==> src/rtl/lcd_char_driver_pkg.sv <==
// lcd_char_driver_pkg: FSM states, HD44780 command constants and init table for lcd_char_driver
package lcd_char_driver_pkg;

    typedef enum logic [2:0] {
        S_POWERUP,
        S_INIT,
        S_IDLE,
        S_SETUP,
        S_PULSE,
        S_HOLD,
        S_WAIT
    } state_t;

    localparam logic [7:0] CMD_CLEAR = 8'h01;
    localparam logic [7:0] CMD_HOME  = 8'h02;
    localparam logic [7:0] CMD_LINE1 = 8'h80;
    localparam logic [7:0] CMD_LINE2 = 8'hC0;

    // 8-bit/2-line, display on, clear, entry mode increment
    function automatic logic [7:0] init_cmd(input logic [1:0] idx);
        return idx == 2'd0 ? 8'h38 : idx == 2'd1 ? 8'h0C : idx == 2'd2 ? CMD_CLEAR : 8'h06;
    endfunction

    // clear and home need the long execution wait
    function automatic logic is_slow(input logic rs, input logic [7:0] b);
        return !rs && (b == CMD_CLEAR || b == CMD_HOME);
    endfunction

endpackage

==> src/rtl/lcd_char_driver_fifo.sv <==
// lcd_char_driver_fifo: 9-bit show-ahead write queue {rs, byte}; a push into a full queue is accepted only alongside a pop
module lcd_char_driver_fifo #(
    parameter int DEPTH = 16
) (
    input  logic                     clock,
    input  logic                     reset,
    input  logic                     push,
    input  logic                     pop,
    input  logic [8:0]               din,
    output logic [8:0]               dout,
    output logic [$clog2(DEPTH):0]   count,
    output logic                     full,
    output logic                     empty
);
    localparam int AW = $clog2(DEPTH);

    logic [8:0]    mem [DEPTH];
    logic [AW-1:0] wr_ptr;
    logic [AW-1:0] rd_ptr;
    logic          do_push;
    logic          do_pop;
    logic [AW:0]   count_next;

    assign do_pop     = pop && !empty;
    assign do_push    = push && (!full || do_pop);
    assign count_next = count + (AW+1)'(do_push) - (AW+1)'(do_pop);
    assign dout       = mem[rd_ptr];

    // pointers wrap naturally at DEPTH; full/empty registered from the post-update count
    always_ff @(posedge clock or posedge reset) begin
        if (reset) begin
            wr_ptr <= '0;
            rd_ptr <= '0;
            count  <= '0;
            full   <= 1'b0;
            empty  <= 1'b1;
        end else begin
            if (do_push) wr_ptr <= wr_ptr + 1'b1;
            if (do_pop) rd_ptr <= rd_ptr + 1'b1;
            count <= count_next;
            full  <= count_next == (AW+1)'(DEPTH);
            empty <= count_next == '0;
        end
    end

    // storage needs no reset; the pointers define what is valid
    always_ff @(posedge clock) begin
        if (do_push) mem[wr_ptr] <= din;
    end

endmodule

==> src/rtl/lcd_char_driver.sv <==
// lcd_char_driver: queues processor LCD writes and replays them on an HD44780 8-bit bus with power-up init; LCD_LINE_WRAP_EN adds 2x16 line wrap
module lcd_char_driver
    import lcd_char_driver_pkg::*;
#(
    parameter int FIFO_DEPTH     = 16,
    parameter int POWERUP_CYCLES = 750000,
    parameter int SETUP_CYCLES   = 4,
    parameter int EN_CYCLES      = 25,
    parameter int HOLD_CYCLES    = 4,
    parameter int EXEC_CYCLES    = 2500,
    parameter int CLEAR_CYCLES   = 82000
) (
    input  logic        clock,
    input  logic        reset,
    input  logic        lcd_write,
    input  logic [31:0] lcd_data,
    output logic        lcd_full,
    output logic        lcd_overflow,
    output logic        lcd_ready,
    output logic [7:0]  lcd_db,
    output logic        lcd_rs,
    output logic        lcd_rw,
    output logic        lcd_en
);
    localparam int AW  = $clog2(FIFO_DEPTH);
    localparam int BIG = POWERUP_CYCLES > CLEAR_CYCLES ? POWERUP_CYCLES : CLEAR_CYCLES;
    localparam int CW  = $clog2(BIG + 1) > 20 ? $clog2(BIG + 1) : 20;

    state_t        state;
    logic [CW-1:0] cnt;
    logic [CW-1:0] wait_len;
    logic [1:0]    init_idx;
    logic [8:0]    head;
    logic [AW:0]   count;
    logic          empty;
    logic          phase_last;
    logic          to_init;
    logic          take;
    logic          pop;
    logic          load;
    logic [8:0]    load_item;
    logic          need_wrap;
    logic [7:0]    wrap_cmd;
    logic          unused_hi;

    assign unused_hi = ^lcd_data[31:9];
    assign lcd_rw    = 1'b0;

    lcd_char_driver_fifo #(.DEPTH(FIFO_DEPTH)) u_fifo (
        .clock (clock),
        .reset (reset),
        .push  (lcd_write),
        .pop   (pop),
        .din   (lcd_data[8:0]),
        .dout  (head),
        .count (count),
        .full  (lcd_full),
        .empty (empty)
    );

    assign wait_len   = is_slow(lcd_rs, lcd_db) ? CW'(CLEAR_CYCLES - 1) : CW'(EXEC_CYCLES - 1);
    assign phase_last = cnt == (state == S_POWERUP ? CW'(POWERUP_CYCLES - 1) :
                                state == S_SETUP   ? CW'(SETUP_CYCLES - 1)   :
                                state == S_PULSE   ? CW'(EN_CYCLES - 1)      :
                                state == S_HOLD    ? CW'(HOLD_CYCLES - 1)    : wait_len);
    assign to_init    = !lcd_ready && init_idx != 2'd3;
    // a slot is taken from IDLE, or straight from the end of WAIT to avoid an idle bubble
    assign take       = !empty && (state == S_IDLE || (state == S_WAIT && phase_last && !to_init));
    assign pop        = take && !need_wrap;
    assign load       = take || state == S_INIT;
    assign load_item  = state == S_INIT ? {1'b0, init_cmd(init_idx)} :
                        need_wrap       ? {1'b0, wrap_cmd}           : head;

`ifdef LCD_LINE_WRAP_EN
    logic [4:0] col;
    logic       line2;

    assign need_wrap = head[8] && col == 5'd16;
    assign wrap_cmd  = line2 ? CMD_LINE1 : CMD_LINE2;

    // follow the DDRAM cursor through every byte actually sent to the display
    always_ff @(posedge clock or posedge reset) begin
        if (reset) begin
            col   <= '0;
            line2 <= 1'b0;
        end else if (load) begin
            if (load_item[8]) begin
                col <= col + 1'b1;
            end else if (load_item[7:0] == CMD_CLEAR || load_item[7:0] == CMD_HOME || load_item[7:0] == CMD_LINE1) begin
                col   <= '0;
                line2 <= 1'b0;
            end else if (load_item[7:0] == CMD_LINE2) begin
                col   <= '0;
                line2 <= 1'b1;
            end
        end
    end
`else
    assign need_wrap = 1'b0;
    assign wrap_cmd  = CMD_LINE1;
`endif

    // sticky flag for a write that found the queue full with no pop to make room
    always_ff @(posedge clock or posedge reset) begin
        if (reset) lcd_overflow <= 1'b0;
        else if (lcd_write && count == (AW+1)'(FIFO_DEPTH) && !pop) lcd_overflow <= 1'b1;
    end

    // bus sequencer: power-up wait, init table, then one SETUP/PULSE/HOLD/WAIT slot per byte
    always_ff @(posedge clock or posedge reset) begin
        if (reset) begin
            state     <= S_POWERUP;
            cnt       <= '0;
            init_idx  <= '0;
            lcd_db    <= '0;
            lcd_rs    <= 1'b0;
            lcd_en    <= 1'b0;
            lcd_ready <= 1'b0;
        end else begin
            cnt <= (phase_last || state == S_INIT || state == S_IDLE) ? '0 : cnt + 1'b1;
            if (load) begin
                lcd_db <= load_item[7:0];
                lcd_rs <= load_item[8];
            end
            case (state)
                S_POWERUP: if (phase_last) state <= S_INIT;
                S_INIT:    state <= S_SETUP;
                S_IDLE:    if (take) state <= S_SETUP;
                S_SETUP: if (phase_last) begin
                    state  <= S_PULSE;
                    lcd_en <= 1'b1;
                end
                S_PULSE: if (phase_last) begin
                    state  <= S_HOLD;
                    lcd_en <= 1'b0;
                end
                S_HOLD:    if (phase_last) state <= S_WAIT;
                S_WAIT: if (phase_last) begin
                    if (to_init) begin
                        init_idx <= init_idx + 1'b1;
                        state    <= S_INIT;
                    end else begin
                        lcd_ready <= 1'b1;
                        state     <= take ? S_SETUP : S_IDLE;
                    end
                end
                default:   state <= S_POWERUP;
            endcase
        end
    end

endmodule

==> config.mk <==
export PLATFORM = sky130hd
export DESIGN_NAME = lcd_char_driver
export DESIGN_NICKNAME = d
export VERILOG_FILES = /design/src/rtl/lcd_char_driver_pkg.sv /design/src/rtl/lcd_char_driver_fifo.sv /design/src/rtl/lcd_char_driver.sv
export SDC_FILE = /design/constraint.sdc
export NUM_CORES = 1
export LEC_CHECK = 0
export ABC_AREA = 1
export BUFFER_PORTS_ARGS = -buffer_cell sky130_fd_sc_hd__buf_2
export CAP_MARGIN = 20
export CORE_AREA = 2 2 144 146
export DETAILED_ROUTE_END_ITERATION = 10
export DIE_AREA = 0 0 146 148
export PLACE_DENSITY = 0.67
export SYNTH_ARGS = -nofsm -noshare
export SYNTH_HDL_FRONTEND = slang
export SYNTH_SLANG_ARGS = --single-unit
export TNS_END_PERCENT = 30
==> constraint.sdc <==
create_clock -name clock -period 5.6 [get_ports clock]
set_input_delay 0.28 -clock clock [delete_from_list [all_inputs] [get_ports clock]]
set_output_delay 0.28 -clock clock [all_outputs]
set_load 0.02 [all_outputs]
Word level (Yosys, flattened, before mapping)
Memory sizes are Yosys's and may differ from the RTL's.
Index checks and enable logic that the tools add are counted.
{ "totals": {"word_cells": 94, "ramBits": 144, "in_bits": 35, "n_memories": 1, "regBits": 52, "out_inout_bits": 14} }
{ "memory_table": {"columns": ["name", "depth", "word_bits", "rd", "rd_clocked_by_memory_dff", "write_ports", "line_no", "rtl"], "rows": [
  ["u_fifo.mem", 16, 9, 1, 0, 1, "lcd_char_driver_fifo.sv:17", "logic [8:0] mem [DEPTH];"]
]} }
{ "op_classes": {"add_sub_neg": 6, "reduce_logical": 29, "bitwise": 1, "n_mux": 24, "n_eq_ne": 20} }
{ "ops": {"columns": ["cell", "n"], "rows": [
  ["$mux 17", 4],
  ["$mux 20", 2],
  ["$mux 3", 7],
  ["$pmux 3 s7", 1],
  ["$add 20x1->20 const B", 1],
  ["$eq 20x20->1", 1],
  ["$ne 2x2->1 const B", 7],
  ["$eq 5x5->1 const B", 2],
  ["$eq 3x3->1 const B", 3],
  ["$logic_and 1x1->1", 9],
  ["$mux 9", 1],
  ["$reduce_and 3->1", 3],
  ["$add 4x1->4 const B", 2],
  ["$eq 8x1->1 const B", 1],
  ["$eq 8x2->1 const B", 1],
  ["$eq 3x2->1 const B", 2],
  ["$logic_not 1->1", 6],
  ["$logic_or 1x1->1", 6],
  ["$mux 6", 1],
  ["$reduce_and 6->1", 1],
  ["$add 5x1->5", 1],
  ["$logic_not 5->1", 1],
  ["$mux 1", 5],
  ["$sub 5x1->5", 1],
  ["other kinds (11)", 11]
]} }

Depth between registers and ports, before layout
Gate-level depths: netlist of run 1.
{ "logic_depth": {"depth_word": 19, "ltp_mapped": 25, "ltp_nobuf": 23} }

Hierarchy
Synthesis of run 1 repeated with hierarchy kept, for this count alone.
{ "hier_totals": {"cells_unflattened": 1004, "hier_area_um2": 9421.5} }
{ "modules_own_cells": {"columns": ["mod", "area_per_inst_um2", "seq_area_each_um2", "cells_each", "instances"], "rows": [
  ["lcd_char_driver_fifo", 7095.6, 4700.8, 681, 1],
  ["lcd_char_driver", 2326.0, 925.9, 323, 1]
]} }

Least setup slack after synthesis of run 1
Ideal clock, no wire load.
{ "synth_path": {"path_kind": "reg-to-reg", "start": "reg lcd_db[4]", "end": "reg u_fifo.empty", "setup_time_ps": 68, "setup_slack_ps": 2324, "synth_period_minus_slack_ps": 3276, "t_required_ps": 5532, "n_path_buf": 0, "path_stages_with_launch": 20, "arrival_time_ps": 3208, "path_cell_list": "dfrtp_1 > inv_1 > nand2_1 > nor2_1 > nand3_1 > nand2_1 > nand2_1 > o21ai_0 > nor2_2 > nand3_2 > nand2_2 > nand2_4 > clkinv_1 > ha_1 > inv_1 > ha_1 > fa_1 > xor2_1 > or4_1 > nor2_1"} }
{ "synth_between": {"elab_chain_cells": 19, "elab_cells_between_ends": 20, "cone_classes": "add/sub (2); eq/ne (3); mux (5); reduce/logical (10)"} }
{ "synth_rtl": {"columns": ["element", "line_no", "rtl"], "rows": [
  ["start: declaration", "lcd_char_driver.sv:20", "output logic [7:0] lcd_db,"],
  ["start signal: assignment", "lcd_char_driver.sv:122", "lcd_db <= load_item[7:0];"],
  ["$eq 8x1->1 or $eq 8x2->1 (tied branches)", "lcd_char_driver_pkg.sv:26", "return !rs && (b == CMD_CLEAR || b == CMD_HOME);"],
  ["$logic_or 1x1->1 *", "lcd_char_driver_pkg.sv:26", null],
  ["$logic_and 1x1->1 *", "lcd_char_driver_pkg.sv:26", null],
  ["$mux 17 *", "lcd_char_driver.sv:61", "assign wait_len = is_slow(lcd_rs, lcd_db) ? CW'(CLEAR_CYCLES - 1) : CW'(EXEC_CYCLES - 1);"],
  ["$mux 17 *", "lcd_char_driver.sv:65", "state == S_HOLD ? CW'(HOLD_CYCLES - 1) : wait_len);"],
  ["$mux 17 *", "lcd_char_driver.sv:64", "state == S_PULSE ? CW'(EN_CYCLES - 1) :"],
  ["$mux 17 *", "lcd_char_driver.sv:63", "state == S_SETUP ? CW'(SETUP_CYCLES - 1) :"],
  ["$mux 20 *", "lcd_char_driver.sv:62", "assign phase_last = cnt == (state == S_POWERUP ? CW'(POWERUP_CYCLES - 1) :"],
  ["(+5 left out)", null, null],
  ["$logic_and 1x1->1 *", "lcd_char_driver_fifo.sv:24", "assign do_pop = pop && !empty;"],
  ["via u_fifo.do_pop", "lcd_char_driver_fifo.sv:21", "logic do_pop;"],
  ["$logic_or 1x1->1", "lcd_char_driver_fifo.sv:25", "assign do_push = push && (!full || do_pop);"],
  ["$logic_and 1x1->1", "lcd_char_driver_fifo.sv:25", null],
  ["$add 5x1->5", "lcd_char_driver_fifo.sv:26", "assign count_next = count + (AW+1)'(do_push) - (AW+1)'(do_pop);"],
  ["$sub 5x1->5 *", "lcd_char_driver_fifo.sv:26", null],
  ["via u_fifo.count_next[2]", "lcd_char_driver_fifo.sv:22", "logic [AW:0] count_next;"],
  ["$logic_not 5->1 *", "lcd_char_driver_fifo.sv:42", "empty <= count_next == '0;"],
  ["end signal: assignment", "lcd_char_driver_fifo.sv:36", "empty <= 1'b1;"],
  ["end signal: assignment", "lcd_char_driver_fifo.sv:42", null],
  ["end: declaration", "lcd_char_driver_fifo.sv:13", "output logic empty"]
]} }
Mark *: on every way through the listed nets, which the timed path passes. The rest lies on a longest branch.
A chain may end at the register's enable or synchronous reset.

Final worst setup path of run 1
{ "layout_path": {"start": "reg state[2]", "end": "reg u_fifo.empty"} }
{ "layout_between": {"elab_chain_cells": 16, "elab_cells_between_ends": 21, "cone_classes": "add/sub (2); eq/ne (6); mux (4); reduce/logical (9)"} }
{ "layout_rtl": {"columns": ["element", "line_no", "rtl"], "rows": [
  ["start: declaration", "lcd_char_driver.sv:29", "state_t state;"],
  ["start signal: assignment", "lcd_char_driver.sv:144", "state <= take ? S_SETUP : S_IDLE;"],
  ["$eq 3x3->1", "lcd_char_driver.sv:65", null],
  ["$mux 17", "lcd_char_driver.sv:65", null],
  ["$mux 17", "lcd_char_driver.sv:64", null],
  ["$mux 17", "lcd_char_driver.sv:63", null],
  ["$mux 20", "lcd_char_driver.sv:62", null],
  ["$eq 20x20->1", "lcd_char_driver.sv:62", null],
  ["$logic_and 1x1->1 (2 in a row)", "lcd_char_driver.sv:68", "assign take = !empty && (state == S_IDLE || (state == S_WAIT && phase_last && !to_init));"],
  ["$logic_or 1x1->1 *", "lcd_char_driver.sv:68", null],
  ["$logic_and 1x1->1 *", "lcd_char_driver.sv:68", null],
  ["$logic_and 1x1->1 *", "lcd_char_driver_fifo.sv:24", null],
  ["via u_fifo.do_pop", "lcd_char_driver_fifo.sv:21", null],
  ["$logic_or 1x1->1", "lcd_char_driver_fifo.sv:25", null],
  ["$logic_and 1x1->1", "lcd_char_driver_fifo.sv:25", null],
  ["$add 5x1->5", "lcd_char_driver_fifo.sv:26", null],
  ["$sub 5x1->5 *", "lcd_char_driver_fifo.sv:26", null],
  ["via u_fifo.count_next[2]", "lcd_char_driver_fifo.sv:22", null],
  ["$logic_not 5->1 *", "lcd_char_driver_fifo.sv:42", null]
]} }
Marks and branches as above.

==> impl_metrics.yaml, run 1 <==
clocking:
  path_clk_slew_ps: 70
  cts_made_buffers: 17
  cts_max_level: 4
  cts_tree: "done"
  clock_latency_ps: 440
  clockBufferDepth: 2
  cts_sinks: 196
  cts_root_buf: "clkbuf_16"
  hold_buffers: 0
  postCtsResizedCells: 0
  post-cts-setup-buffers: 0
sta:
  setup_violations: 0
  maxSlewHeadroom: 0.481
  drv_slew: 0
  finalClockSkew_ps: 15.3
  min_period_ps: 3740
  min_period_over_period: 0.668
  setup_ws_ps: 1860
  tns_ps: 0
  rsz0062_at_grt: "false"
  worst_pin_slew_ps: 778
  whs_ps: 8.06
  fmax_ghz: 0.267
  finalHoldViolations: 0
floorplan:
  std_cell_rows: 52
  die_w_um: 146
  initial_core_util: 0.440
  die_h_um: 148
  dieArea_sq_um: 21600
  core_sq_um: 20000
  pin_count: 49
drt:
  dr.pass1.iters: 5
  drt-initial-drc-count: 409
  final_antenna_net_count: 0
  wire_per_inst_um: 16.1
  viasPerCell: 5.16
  routed_wl_um: 18300
  route.detailed.drc: 0
  num_vias: 5872
global_route:
  grt_use_total: 0.177
  first_global_vias: 5597
  grt_pass1_wl_um: 29700
  antenna_found_initial: 0
  grt_max_degree: 75
  overflow: 0
setup_path:
  timing.critical_path.mode_cell: "nand3_1"
  worst_path_max_delay_cell: "dfrtp_1"
  critPathMaxFanout: 8
  start_kind: "register"
  cp.buffers_inverters: 4
  worstRegToRegCells: 20
  path_depth: 20
  path_cells: "inv_4, nand3_1, nand2_1, nor2_2, nand3_1, nand2_1, inv_1, nand3_1, nor2_2, nand3_2, nand2_2, nand2_4, clkinv_1, ha_1, inv_1, ha_1, fa_1, xor2_1, or4_1, nor2_1"
  crit_required_ps: 5960
  rrSetupSlack_ps: 1860
  end_kind: "register"
  worstPathArrival_ps: 4100
  crit_family: "simple AND/OR/NAND/NOR gates"
  critPathMaxStageDelay_ps: 560
  crit_type: "reg2reg"
logic_synthesis:
  synth-edff-count: 144
  synthCells: 840
  netlist_area_sq_um: 8820
  yosysTopAreaCellShare: 0.490
  async_reset_ff_frac: 0.265
  post_synth.cell_area_avg_sq_um: 10.5
  ys_ff_latch: 196
  seq_area_frac_synth: 0.638
  synthesis.nets: 894
  ys_warn_count: 0
  synth_top_area_cell: "edfxtp_1"
  synth-main-ff-cell: "edfxtp_1"
  synth.area.top_cells: "edfxtp_1 (49%), dfrtp_1 (14%), nand2_1 (7.5%)"
  yosys.cell_types.count: 42
place:
  place.gp.congestion: 0.830
  hpwl_um: 11600
  port_buffers: 24
  dp_slack_ps: 1880
flow_run:
  maxCapViolations: 0
pwr:
  power.internal_mw: 2.45
  power_frac_seq: 0.519
  p_sw_mw: 0.954
  power_frac_clock: 0.349
  ir_drop_uv: 169
  p_leak_nw: 3.70
  p_per_area_nw_per_um2: 350
  power_frac_comb: 0.132
  swShare: 0.280
finish:
  antenna_cells: 0
  drive_above_1_share: 0.118
  nets: 908
  synthToLayoutAreaGrowth_pct: 10.4
outcome:
  outcome: "finished clean"
min_path:
  hp-class: "in2async"
==> kinds of logic after synthesis <==
| family | after synthesis | share of synthesized area |
|---|---|---|
| compound gates | 132 | 0.0854 |
| simple gates | 378 | 0.187 |
| other cells | 1 | 0.000425 |
| xor+xnor | 16 | 0.0159 |
| flops | 196 | 0.638 |
| buf+inv | 98 | 0.0455 |
| fa+ha+maj | 19 | 0.0278 |
==> cells in the mapped netlist, types with 8 or more instances <==
| library cell | number |
|---|---|
| nand2_1 | 176 |
| edfxtp_1 | 144 |
| nor2_1 | 101 |
| o21ai_0 | 76 |
| inv_1 | 59 |
| dfrtp_1 | 51 |
| nand3_1 | 40 |
| clkbuf_1 | 24 |
| a21oi_1 | 21 |
| nor2_2 | 21 |
| ha_1 | 18 |
| nand4_1 | 12 |
| o22ai_1 | 12 |
| xor2_1 | 12 |
| o221ai_1 | 9 |
| nor3_1 | 8 |
==> per-stage QoR <==
stage               total power, mW  utilization  area [sq um]  cells
floorplan                      2.12            -          8820    840
global placement               2.24        0.457          9160   1105
detailed placement             2.26        0.457          9160   1105
CTS                            3.44        0.486          9740   1137
global route                   3.56        0.486          9740   1137
finish                         3.41        0.486          9740   1137
==> metal layers <==
metal	track usage	part of all wire	vias up	routed length, um
met1	0.230	0.45	2840	8200
met5	0	0	-	0
met2	0.304	0.50	111	9110
li1	-	-	2902	-
met3	0.0336	0.042	19	777
met4	0.0553	0.012	0	221
==> flip-flops by register name, summed over array words and instances (netlist names), 2 cells and up <==
signal	count
lcd_db	8
u_fifo.wr_ptr	4
u_fifo.mem	144
u_fifo.count	5
cnt	20
init_idx	2
u_fifo.rd_ptr	4
state	3
==> path summary, 6_finish.rpt <==
kind                               from                to
min                               reset  u_fifo.wr_ptr[3]
min in group clock            lcd_write  u_fifo.wr_ptr[3]
min reg2reg                lcd_overflow      lcd_overflow
max in group asynchronous         reset  u_fifo.rd_ptr[0]
max                            state[2]      u_fifo.empty
max reg2reg                    state[2]      u_fifo.empty
==> tightest hold or removal path, delay by kind of cell <==
kind                   cells  cell delay (ps)
buffers and inverters      3              650
==> layout make-up <==
type | instances | area [sq um]
clock buffer | 18 | 429
clock inverter | 14 | 153
fill | 1855 | 10300
tap | 270 | 338
inverter | 64 | 243
timing repair buffer | 29 | 158
multi-input combinational | 546 | 2790
sequential | 196 | 5630
==> power groups by stage <==
stage          Sequential, mW  Clock (mW)  Combinational (mW)
4_1_cts                  1.77        1.21               0.458
5_1_grt                  1.78        1.27               0.515
3_3_place_gp             1.79           0               0.445
6_report                 1.77        1.19               0.449
3_5_place_dp             1.80           0               0.456
2_1_floorplan            1.79           0               0.334
==> layout by cell type, fill, tap and decap left out, types with 2 or more instances in the layout <==
cell type and count:
a21oi_1 21, a311oi_1 7, and3_1 2, buf_2 24, buf_4 5, clkbuf_16 17, clkinv_4 2, clkinv_8 2
clkinvlp_4 2, dfrtp_1 50, edfxtp_1 144, ha_1 18, inv_1 57, inv_2 5, inv_6 3, inv_8 4
nand2_1 176, nand2_2 4, nand2_4 5, nand3_1 40, nand3_2 2, nand4_1 12, nor2_1 101, nor2_2 21
nor3_1 8, nor3b_1 4, o21a_1 2, o21ai_0 76, o221ai_1 9, o22ai_1 12, xnor2_1 4, xor2_1 12
Power figures use the tool's default switching activity.
==> inputs of run 2 (changes only) <==
--- a/config.mk
+++ b/config.mk
@@ -5,12 +5,12 @@
 export SDC_FILE = /design/constraint.sdc
 export NUM_CORES = 1
 export LEC_CHECK = 0
-export ABC_AREA = 1
+export ABC_AREA = 0
 export BUFFER_PORTS_ARGS = -buffer_cell sky130_fd_sc_hd__buf_2
 export CAP_MARGIN = 20
-export CORE_AREA = 2 2 144 146
+export CORE_AREA = 2 2 143 145
 export DETAILED_ROUTE_END_ITERATION = 10
-export DIE_AREA = 0 0 146 148
+export DIE_AREA = 0 0 145 147
 export PLACE_DENSITY = 0.67
 export SYNTH_ARGS = -nofsm -noshare
 export SYNTH_HDL_FRONTEND = slang
==> constraint.sdc (replaced) <==
create_clock -name clock -period 3.53 [get_ports clock]
set_input_delay 0.1765 -clock clock [delete_from_list [all_inputs] [get_ports clock]]
set_output_delay 0.1765 -clock clock [all_outputs]
set_load 0.02 [all_outputs]
==> run 2 against run 1 <==
The flow now finishes with violations (negative setup slack). Combinational power grew 89%. Fmax down 2.1%. Critical path depth shrank 6. Largest cell class unchanged. Largest power group unchanged. Highest routed layer unchanged.
==> impl_metrics.yaml, run 2 <==
finish:
  final_cell_mix: "edfxtp_1 (144), buf_4 (64), dfrtp_1 (48)"
  regMostFlops: "u_fifo.mem"
  nets: 735
  n_fill_cell: 1632
  synthToLayoutAreaGrowth_pct: 20.1
  multi_input_area_sq_um: 3010
  regArea_sq_um: 5630
  antenna_cells: 0
  finish.utilization: 0.528
  layout.cells.non_filler: 964
  final_common_cell: "edfxtp_1"
  drive_above_1_share: 0.293
  largest_reg_flops: 144
  reg_top3: "u_fifo.mem x144, cnt x20, lcd_db x8"
min_path:
  hp-start: "lcd_data[2]"
  min_path_cells: 1
  hp-class: "in2reg"
  hold_path_end: "u_fifo.mem[9][2]"
global_route:
  overflow: 0
  grt_pass1_wl_um: 29900
  antenna_found_initial: 0
  grt_use_total: 0.181
  first_global_vias: 5405
  grt_max_degree: 29
outcome:
  outcome: "complete, but fails checks"
  violations: "negative setup slack"
drt:
  drt-initial-drc-count: 374
  route.detailed.drc: 0
  routed_wl_um: 18300
  num_vias: 5253
  wire_per_inst_um: 19.0
  final_antenna_net_count: 0
  dr.pass1.iters: 5
  viasPerCell: 5.45
pwr:
  ir_drop_uv: 384
  p_per_area_nw_per_um2: 533
  p_leak_nw: 3.89
  p_sw_mw: 1.52
  power_frac_comb: 0.152
  power.internal_mw: 4.07
  swShare: 0.272
  power_frac_clock: 0.340
  power_frac_seq: 0.508
clocking:
  cts_made_buffers: 17
  clock_latency_ps: 440
  cts_max_level: 4
  cts_sinks: 196
  cts_tree: "done"
  cts_root_buf: "clkbuf_16"
  path_clk_slew_ps: 80
  clockBufferDepth: 2
sta:
  worst_pin_slew_ps: 701
  min_period_over_period: 1.08
  rsz0062_at_grt: "true"
  fmax_ghz: 0.262
  maxSlewHeadroom: 0.533
  setup_violations: 3
  setup_ws_ps: -289
  whs_ps: 110
  min_period_ps: 3820
  finalHoldViolations: 0
  finalClockSkew_ps: 16.7
  drv_slew: 0
setup_path:
  crit_required_ps: 3910
  cp.buffers_inverters: 3
  critPathMaxStageDelay_ps: 540
  worst_path_max_delay_cell: "or4_4"
  startpoint: "lcd_db[7]"
  path_cells: "or4_4, buf_6, o311ai_4, o31ai_4, nor4_4, a41oi_4, or2_4, inv_2, ha_4, inv_2, ha_4, fa_2, or4_4, nor2b_1"
  r2r_start: "lcd_db[7]"
  critPathMaxFanout: 5
  worstPathArrival_ps: 4190
  rrSetupSlack_ps: -290
  end_kind: "register"
  worstRegToRegCells: 14
  start_kind: "register"
  reg2reg_to: "u_fifo.full"
  crit_family: "simple AND/OR/NAND/NOR gates"
  path_depth: 14
  crit_type: "reg2reg"
floorplan:
  initial_core_util: 0.440
  std_cell_rows: 52
  core_sq_um: 19800
  die_w_um: 145
  dieArea_sq_um: 21300
  die_h_um: 147
  pin_count: 49
logic_synthesis:
  async_reset_ff_frac: 0.265
  synth.area.top_cells: "edfxtp_1 (50%), dfrtp_1 (15%), mux4_2 (5.4%)"
  synthesis.nets: 640
  ys_ff_latch: 196
  synth-edff-count: 144
  synth_top_area_cell: "edfxtp_1"
  synthCells: 586
  synth.most_common_cell: "edfxtp_1"
  yosys.cell_types.count: 73
  netlist_area_sq_um: 8730
  yosysTopAreaCellShare: 0.495
  ys_warn_count: 0
  post_synth.cell_area_avg_sq_um: 14.9
  synthTopCellsByCount: "edfxtp_1 (144), dfrtp_1 (51), nor2_1 (30)"
  seq_area_frac_synth: 0.645
  synth-main-ff-cell: "edfxtp_1"
place:
  hpwl_um: 13000
  place.gp.congestion: 0.852
  dp.cells: 930
  port_buffers: 24
flow_run:
  maxCapViolations: 0
-- run 2: changes by cell type in the layout (fill, tap and decap cells not counted), sizes merged, moves of 25 or more --
cell,before,now
nand2,185,26
nor2,122,30
buf,29,101
o21ai,77,19
inv,71,28
nand3,42,12
mux2i,0,25
-- run 2: kinds of logic (layout without fill, tap and decap cells) --
logic type,count (synthesis),count (layout),share of synthesized area
compound gates,94,94,0.0863
xor+xnor,33,33,0.0340
fa+ha+maj,19,19,0.0281
buf+inv,46,154,0.0229
flops,196,196,0.645
mux,57,57,0.0970
other cells,1,1,0.000430
simple gates,140,140,0.0867
-- run 2: worst max path at each step --
stage,slack (ps),endpoint
detailed placement,-350,u_fifo.empty
global route,-430,u_fifo.full
global placement,-240,u_fifo.full
floorplan,-510,u_fifo.full
finish,-290,u_fifo.full
CTS,-300,u_fifo.full
-- run 2: stage by stage --
stage	instance area, sq um	worst slack [ps]	total power [mW]	setup TNS, ps
2_1_floorplan	8790	-505	3.37	-1190
3_3_place_gp	9830	-242	3.66	-463
3_5_place_dp	9830	-347	3.70	-784
4_1_cts	10500	-302	5.62	-643
5_1_grt	10500	-435	5.82	-1050
6_report	10500	-289	5.59	-564
-- run 2: routing by layer --
layer	vias up	GRT usage	routed length, um
li1	2442	-	-
met1	2662	0.245	8170
met2	114	0.295	8940
met3	35	0.0326	558
met4	0	0.0733	614
met5	-	0	0
-- run 2: cell type report --
type,instances,area share
clock buffers,18,0.0409
repair buffers,102,0.0808
well taps,270,0.0322
flip-flops and latches,196,0.537
inverters,20,0.00716
multi-input cells,344,0.287
clock inverters,14,0.0150
-- run 2: repair_timing --
item	in CTS	in global routing
setup buffers	0	0
resized for setup	8	4
pin swaps	4	0
hold buffers	1	0
endpoints found under the hold margin	27	0
gates cloned	1	0
setup endpoints to repair	3	4
-- run 2: power by group through the flow --
stage                     combinational, mW  sequential, mW  clock, mW
after floorplan                       0.499            2.87          0
after global placement                0.784            2.88          0
after detailed placement              0.815            2.89          0
after CTS                             0.845            2.84       1.93
after global routing                  0.929            2.86       2.03
final                                 0.847            2.84       1.90
-- run 2: worst reg2reg max path: stages, from the launching register on --
cell      delay [ps]
dfrtp_2          400
or4_4            540
buf_6            160
o311ai_4         240
o31ai_4          130
nor4_4           340
a41oi_4          160
or2_4            260
inv_2             60
ha_4             190
inv_2             60
ha_4             130
fa_2             450
or4_4            530
nor2b_1          120
==> inputs of run 3 (changes only) <==
--- a/config.mk
+++ b/config.mk
@@ -8,10 +8,11 @@
 export ABC_AREA = 0
 export BUFFER_PORTS_ARGS = -buffer_cell sky130_fd_sc_hd__buf_2
 export CAP_MARGIN = 20
-export CORE_AREA = 2 2 143 145
+export CORE_AREA = 2 2 150 138
 export DETAILED_ROUTE_END_ITERATION = 10
-export DIE_AREA = 0 0 145 147
+export DIE_AREA = 0 0 152 140
 export PLACE_DENSITY = 0.67
+export SLEW_MARGIN = 0
 export SYNTH_ARGS = -nofsm -noshare
 export SYNTH_HDL_FRONTEND = slang
 export SYNTH_SLANG_ARGS = --single-unit
==> run 3 against run 2 <==
The flow still finishes with violations (negative setup slack). Worst setup slack got worse by 27 ps. Die area shrank 0.16%. Clock-buffer cell count decreased by 1. Via count about the same. Combinational power up 2%. Fmax down 0.70%. Utilization is 0.84 points higher. Clock skew down 5.6 ps. Critical path depth unchanged. Flip-flop and latch count did not move. Clock power up 9%. Final area increased by 0.75%. Highest routed layer unchanged.
==> impl_metrics.yaml, run 3 (same netlist as run 2, synthesis figures left out) <==
outcome:
  violations: "negative setup slack"
  outcome: "complete, but fails checks"
drt:
  drt-initial-drc-count: 366
  routed_wl_um: 18600
  viasPerCell: 5.54
  wire_per_inst_um: 19.6
  num_vias: 5256
  final_antenna_net_count: 0
  route.detailed.drc: 0
  dr.pass1.iters: 5
place:
  place.gp.congestion: 0.833
  dp.cells: 914
  hpwl_um: 13000
  port_buffers: 24
  placed_cell_area_sq_um: 9830
pwr:
  ir_drop_uv: 387
  p_per_area_nw_per_um2: 547
  p_leak_nw: 3.92
finish:
  synthToLayoutAreaGrowth_pct: 21.0
  reg_top3: "u_fifo.mem x144, cnt x20, lcd_db x8"
  regArea_sq_um: 5630
  antenna_cells: 0
  largest_reg_flops: 144
  layout.cells.non_filler: 949
  final_cell_mix: "edfxtp_1 (144), buf_4 (62), dfrtp_1 (48)"
  final_common_cell: "edfxtp_1"
  n_fill_cell: 1547
  postLayoutCellArea_sq_um: 10600
  drive_above_1_share: 0.293
  nets: 735
  regMostFlops: "u_fifo.mem"
  multi_input_area_sq_um: 3020
clocking:
  cts_root_buf: "clkbuf_16"
  clockBufferDepth: 2
  cts_max_level: 4
  cts_sinks: 196
  cts_made_buffers: 17
  path_clk_slew_ps: 80
  clock_latency_ps: 450
  cts_tree: "done"
global_route:
  grt_use_total: 0.184
  antenna_found_initial: 0
  first_global_vias: 5454
  grt_max_degree: 35
  overflow: 0
  grt_pass1_wl_um: 30100
flow_run:
  maxCapViolations: 0
sta:
  fmax_ghz: 0.260
  drv_slew: 0
  worst_pin_slew_ps: 796
  min_period_ps: 3850
  setup_ws_ps: -315
  rsz0062_at_grt: "true"
  maxSlewHeadroom: 0.469
  setup_violations: 3
  finalHoldViolations: 0
  min_period_over_period: 1.09
  finalClockSkew_ps: 11.1
  tns_ps: -680
floorplan:
  die_w_um: 152
  pin_count: 49
  core_sq_um: 19700
  std_cell_rows: 49
  initial_core_util: 0.444
  die_h_um: 140
  dieArea_sq_um: 21300
setup_path:
  worstPathArrival_ps: 4230
  crit_required_ps: 3910
  critPathMaxFanout: 5
  end_kind: "register"
  crit_type: "reg2reg"
  start_kind: "register"
min_path:
  hp-class: "in2reg"
==> run 3: cell types whose count changed in the layout (fill, tap and decap cells not counted), sizes merged <==
cell | before | now
clkbuf | 18 | 17
clkinv | 6 | 4
inv | 28 | 31
==> run 3: timing repair <==
item	4_1_cts	5_1_grt
hold buffers	1	0
resized for setup	3	9
buffers inserted	0	2
pin swaps	2	1
endpoints found under the hold margin	32	0
setup endpoints to repair	3	59
gates cloned	0	1
==> run 3: area by class of cell <==
| cell class | count | area share |
|---|---|---|
| Clock buffer | 17 | 0.0403 |
| Clock inverter | 15 | 0.0211 |
| Inverter | 20 | 0.00734 |
| Multi-Input combinational cell | 344 | 0.286 |
| Sequential cell | 196 | 0.533 |
| Tap cell | 255 | 0.0302 |
| Timing Repair Buffer | 102 | 0.0826 |
==> run 3: path summary, 6_finish.rpt <==
path                       cells past startpoint           endpoint  slack [ps]         start
hold / removal                                 1  u_fifo.mem[11][0]         110   lcd_data[0]
min in group asynchronous                      3    u_fifo.count[3]         430         reset
hold reg to reg                                1       lcd_overflow         470  lcd_overflow
max in group asynchronous                      4          lcd_db[4]        2320         reset
setup / recovery                              14        u_fifo.full        -320     lcd_db[7]
setup reg to reg                              14        u_fifo.full        -320     lcd_db[7]
==> run 3: power by group <==
part | switching, mW | leakage [nW] | internal, mW
logic | 0.473 | 1.62 | 0.387
clock network | 1.07 | 0.312 | 1.01
registers | 0.104 | 1.98 | 2.74
==> run 3: per-layer routing <==
layer	vias up	track usage	part of all wire
li1	2441	-	-
met1	2709	0.251	0.46
met2	90	0.301	0.49
met3	16	0.0384	0.031
met4	0	0.0512	0.013
met5	-	0	0
==> run 3: stage by stage <==
stage | setup slack (ps) | hold slack [ps] | util | total power, mW
finish | -315 | 110 | 0.537 | 5.78
global route | -463 | 100 | 0.537 | 6.01
CTS | -309 | 97.5 | 0.534 | 5.80
detailed placement | -392 | 367 | 0.499 | 3.71
global placement | -260 | 344 | 0.499 | 3.65
floorplan | -505 | 275 | - | 3.37
==> run 3: critical path: stages (launching register included) <==
cell,delay (ps)
dfrtp_2,400
or4_4,540
buf_6,160
o311ai_4,250
o31ai_4,130
nor4_4,340
a41oi_4,170
or2_4,280
inv_2,60
ha_4,190
inv_4,50
ha_4,130
fa_2,440
or4_4,520
nor2b_1,110
